`src/rtl/div_pkg.sv`:
```
// Shared constants and types for the sequential restoring divider.
// The optional completion counter is enabled with DIV_PERF_CNT_EN.
package div_pkg;

  localparam int DIV_N = 20;
  localparam int DIV_CNT_W = $clog2(DIV_N);
  localparam logic [DIV_N-1:0] DIV_Q_ONES = '1;

  typedef enum logic [1:0] {
    IDLE,
    CALC,
    DONE
  } div_state_t;

  function automatic int div_cnt_w(input int n);
    return (n > 1) ? $clog2(n) : 1;
  endfunction

endpackage

```
`src/rtl/div_trial_sub.sv`:
```
// Trial subtraction for one restoring-division step.
// Kept apart so the carry structure can change without touching the FSM.
module div_trial_sub #(
  parameter int W = 21
) (
  input  logic [W-1:0] a,
  input  logic [W-1:0] b,
  output logic [W-1:0] diff,
  output logic         borrow
);

  assign {borrow, diff} = {1'b0, a} - {1'b0, b};

endmodule

```
`src/rtl/seq_divider.sv`:
```
// Restoring divider: 2N-bit dividend / N-bit divisor, one quotient bit per clock.
// Define DIV_PERF_CNT_EN to add the perf_count completion counter.
module seq_divider
  import div_pkg::*;
#(
  parameter int N = DIV_N
) (
  input  logic           clk,
  input  logic           rst,
  input  logic           in_valid,
  output logic           in_ready,
  input  logic [2*N-1:0] dividend,
  input  logic [N-1:0]   divisor,
  output logic           out_valid,
  input  logic           out_ready,
  output logic [N-1:0]   quotient,
  output logic [N-1:0]   remainder,
  output logic           div_by_zero,
  output logic           overflow
`ifdef DIV_PERF_CNT_EN
  ,
  output logic [31:0]    perf_count
`endif
);

  localparam int CW = div_cnt_w(N);
  localparam logic [N-1:0] Q_ONES = '1;

  div_state_t state, nxt;

  logic [N:0]    r_q;
  logic [N-1:0]  low_q;
  logic [N-1:0]  dvs_q;
  logic [CW-1:0] cnt_q;

  logic          accept;
  logic          zero_c;
  logic          ovf_c;
  logic          last;
  logic [N:0]    shifted;
  logic [N:0]    trial;
  logic          borrow;
  logic [N:0]    r_nxt;
  logic [N-1:0]  low_nxt;

  assign accept  = in_valid & in_ready;
  assign zero_c  = (divisor == '0);
  assign ovf_c   = (dividend[2*N-1:N] >= divisor);
  assign last    = (cnt_q == CW'(N - 1));
  // R < divisor on entry, so the top bit of R is always zero here
  assign shifted = (N+1)'({r_q, low_q[N-1]});
  assign r_nxt   = borrow ? shifted : trial;
  assign low_nxt = {low_q[N-2:0], ~borrow};

  div_trial_sub #(
    .W (N + 1)
  ) u_sub (
    .a      (shifted),
    .b      ({1'b0, dvs_q}),
    .diff   (trial),
    .borrow (borrow)
  );

  always_ff @(posedge clk or posedge rst) begin
    if (rst) state <= IDLE;
    else     state <= nxt;
  end

  always_comb begin
    nxt       = state;
    in_ready  = 1'b0;
    out_valid = 1'b0;
    unique case (state)
      IDLE: begin
        in_ready = 1'b1;
        if (in_valid)
          nxt = (zero_c | ovf_c) ? DONE : CALC;
      end
      CALC: begin
        if (last) nxt = DONE;
      end
      DONE: begin
        out_valid = 1'b1;
        if (out_ready) nxt = IDLE;
      end
      default: nxt = IDLE;
    endcase
  end

  always_ff @(posedge clk or posedge rst) begin
    if (rst) begin
      r_q         <= '0;
      low_q       <= '0;
      dvs_q       <= '0;
      cnt_q       <= '0;
      quotient    <= '0;
      remainder   <= '0;
      div_by_zero <= 1'b0;
      overflow    <= 1'b0;
    end else if (accept) begin
      div_by_zero <= zero_c;
      overflow    <= ~zero_c & ovf_c;
      dvs_q       <= divisor;
      cnt_q       <= '0;
      r_q         <= {1'b0, dividend[2*N-1:N]};
      low_q       <= dividend[N-1:0];
      if (zero_c | ovf_c) begin
        quotient  <= Q_ONES;
        remainder <= dividend[N-1:0];
      end
    end else if (state == CALC) begin
      r_q   <= r_nxt;
      low_q <= low_nxt;
      cnt_q <= cnt_q + 1'b1;
      if (last) begin
        quotient  <= low_nxt;
        remainder <= r_nxt[N-1:0];
      end
    end
  end

`ifdef DIV_PERF_CNT_EN
  always_ff @(posedge clk or posedge rst) begin
    if (rst)                    perf_count <= '0;
    else if (out_valid & out_ready) perf_count <= perf_count + 32'd1;
  end
`endif

endmodule

```
`config.mk`:
```
export PLATFORM = sky130hd
export DESIGN_NAME = seq_divider
export DESIGN_NICKNAME = d
export VERILOG_FILES = /design/src/rtl/div_pkg.sv /design/src/rtl/div_trial_sub.sv /design/src/rtl/seq_divider.sv
export SDC_FILE = /design/constraint.sdc
export NUM_CORES = 1
export LEC_CHECK = 0
export ABC_AREA = 1
export CAP_MARGIN = 20
export CORE_ASPECT_RATIO = 1.4
export CORE_MARGIN = 4
export CORE_UTILIZATION = 50
export DETAILED_ROUTE_END_ITERATION = 8
export GPL_TIMING_DRIVEN = 0
export PLACE_DENSITY = 0.85
export SLEW_MARGIN = 20
export SYNTH_ARGS = -nofsm -noshare
export SYNTH_HDL_FRONTEND = slang
export SYNTH_SLANG_ARGS = --single-unit
```
`constraint.sdc`:
```
create_clock -name clk -period 5 [get_ports clk]
set_input_delay 1 -clock clk [delete_from_list [all_inputs] [get_ports clk]]
set_output_delay 1 -clock clk [all_outputs]
set_load 0.1 [all_outputs]
```
==> impl_metrics.py <==
metrics = {
    "status": {
        "status": "finished, final reports clean",
    },
    "clock_network": {
        "clkSinkCount": 109,
        "clockRootBuffer": "clkbuf_16",
        "postCtsHoldBufs": 0,
        "clk_latency_ps": 360,
        "cts-resized-gates": 0,
        "clkTransAtPathRegs_ps": 80,
        "numCtsBuffers": 9,
        "cts_tree": "built",
        "cts_buffer_depth": 2,
        "post_cts_buffers": 0,
        "cts.htree.levels": 3,
    },
    "drt": {
        "drt-pass1-iter-count": 7,
        "drtAntennaViolNets": 0,
        "finalWirelength_mm": 19.8,
        "vias": 6777,
        "drt_first_iter_violations": 475,
        "wl_per_cell_um": 15.4,
        "route.detailed.drc": 0,
        "via_per_inst": 5.28,
    },
    "sta": {
        "final-max-slew-violation-count": 0,
        "skew_ps": 7.73,
        "grt_setup_unrepaired": "false",
        "final-setup-viol-count": 0,
        "finalWorstSetupSlack_ps": 1820,
        "hold_viol": 0,
        "worstMarginPinSlew_ps": 997,
        "slew_headroom": 0.333,
        "fin_crit_ps": 3180,
        "fmax_mhz": 314,
        "whs_ps": 505,
        "fin_crit_sh": 0.637,
    },
    "cells_and_area": {
        "area_growth_pct": 23.2,
        "num_antenna_cells": 0,
        "drive_gt1_frac": 0.0745,
        "final_area_um2": 8630,
        "fillers": 1183,
        "fin_nets": 1202,
    },
    "critical_path": {
        "cp_data_required_time_ps": 4000,
        "crit_type": "flop to primary output",
        "worstPathCellList": "nor2_2 -> clkdlybuf4s50_1",
        "critPathMaxStageDelay_ps": 1170,
        "crit_arrival_ps": 2180,
        "critPathSlowestCell": "clkdlybuf4s50_1",
        "cp_max_fo": 4,
        "cp-end-kind": "primary output",
        "r2r_slack_ps": 2650,
        "start_kind": "flop",
    },
    "yosys": {
        "synth_area_um2": 7010,
        "synth_cell_type_count": 39,
        "yosysWarnings": 0,
        "yosysSeqAreaShare": 0.389,
        "ys_ff_latch": 109,
        "syn_inst": 977,
        "synth_nets": 1083,
        "syn_area_per_cell_um2": 7.17,
    },
    "flow_run": {
        "drv_cap": 0,
    },
    "global_route": {
        "antenna_found_initial": 0,
        "met1_usage": 0.304,
        "grt_pass1_vias": 6673,
        "met2_usage": 0.446,
        "grt.met3_usage": 0.0304,
        "grt_start_max_net_pins": 68,
        "grt_first_pass_wirelength_mm": 32.2,
        "top_usage_layer": "met2",
        "grt_overflow": 0,
        "grtUsageTotal": 0.253,
    },
    "die": {
        "start_util": 0.516,
        "pin_count": 108,
        "die_w_um": 108,
        "rows": 50,
        "core_um2": 13600,
        "dieArea_um2": 16000,
        "fp.dieH_um": 148,
    },
    "placement": {
        "io_buffer_count": 107,
        "dp_slack_ps": 1590,
        "gp_congestion": 0.949,
        "dpl.hpwl_mm": 15.8,
        "postPlaceCellArea_um2": 8340,
    },
    "worst_hold_path": {
        "hp-class": "flop to flop",
    },
}
cells in the mapped netlist:
master	number	area [um2]
dfrtp_1	109	2730
a32o_1	1	10.0
clkbuf_8	2	27.5
a22o_1	1	8.76
o22ai_1	1	6.26
nor3_4	1	16.3
xor2_1	6	52.6
buf_4	5	37.5
a21boi_0	1	7.51
fa_1	1	20.0
a21oi_1	19	95.1
a22oi_1	1	7.51
and3_2	1	7.51
and2_1	1	6.26
nand2_2	31	194
o221ai_1	18	158
ha_1	41	513
nand3_2	1	10.0
or2_1	1	6.26
xnor2_1	4	35.0
nor3_1	1	5.00
nand3b_1	2	15.0
nand4_1	10	62.6
nand2_1	368	1380
nand3_1	103	515
nor2_4	2	22.5
o21ai_0	35	175
nor4_1	1	6.26
o21bai_1	2	15.0
o211ai_1	1	7.51
clkbuf_1	13	48.8
buf_6	5	56.3
nor2_2	4	25.0
inv_1	135	507
buf_2	8	40.0
nand2_4	1	11.3
inv_2	3	11.3
dlymetal6s2s_1	2	25.0
nor2_1	35	131
cell families (layout without fill, tap and decap cells):
logic type / count (synthesis) / in the layout / share of synthesized area
and+or+nand+nor: 563 / 563 / 0.345
buffers and inverters: 173 / 297 / 0.107
DFF: 109 / 109 / 0.389
AOI/OAI and AO/OA: 80 / 80 / 0.0700
adders and majority gates: 42 / 42 / 0.0761
xor gates and xnor gates: 10 / 10 / 0.0125
metal layers:
metal | up-vias | share of wire
li1 | 3324 | -
met1 | 3102 | 0.39
met2 | 284 | 0.51
met3 | 67 | 0.055
met4 | 0 | 0.045
met5 | - | 0
cell type report:
class                   count  area (um2)  share of cell area
multi-input cells         695        3530               0.409
flip-flops and latches    109        2730               0.316
repair buffers            108        1100               0.127
inverters                 138         523              0.0606
clock buffers              10         239              0.0277
plain buffers              35         235              0.0272
well taps                 182         228              0.0264
clock inverters             6        55.1             0.00638
through the flow:
stage	setup TNS (ps)	std cells	util
after CTS	0	1283	0.636
after global placement	-52860	1266	0.612
after global routing	0	1283	0.636
after floorplan	0	977	-
after detailed placement	0	1267	0.614
final	0	1283	0.636
layout by cell type (no fill, tap or decap), types with 5 or more instances in the layout:
cell,Yosys,routed
xor2_1,6,6
nand2_2,31,31
buf_2,8,8
inv_1,135,134
clkbuf_1,13,13
nor2_1,35,35
o221ai_1,18,18
nand3_1,103,103
dfrtp_1,109,109
nand2_1,368,368
buf_4,5,5
nand4_1,10,10
a21oi_1,19,19
ha_1,41,41
clkdlybuf4s50_1,0,107
o21ai_0,35,35
buf_6,5,5
clkbuf_16,0,9
critical path, delay by kind of cell (launching register included):
kind	cells	cell delay [ps]
buffers and inverters	1	1170
DFF	1	430
and+or+nand+nor	1	220
worst paths after layout:
kind / endpoint / depth (start not counted) / from
min reg2reg: quotient[8]$_DFFE_PP0P_ / 2 / quotient[8]$_DFFE_PP0P_
max reg2reg: r_q[12]$_DFFE_PP0P_ / 13 / r_q[3]$_DFFE_PP0P_
max: in_ready / 2 / state[0]$_DFFE_PP0P_
max in group asynchronous: r_q[13]$_DFFE_PP0P_ / 3 / rst
min: quotient[8]$_DFFE_PP0P_ / 2 / quotient[8]$_DFFE_PP0P_
min in group asynchronous: quotient[5]$_DFFE_PP0P_ / 2 / rst
flip-flops by register name, summed over array words and instances, names as in the netlist:
name         flops
cnt_q            5
div_by_zero      1
dvs_q           20
low_q           20
overflow         1
quotient        20
r_q             20
remainder       20
state            2
Power is left out: the tool's default activity adds up to more than one toggle a clock period on the data nets, which glitch-free logic cannot reach.
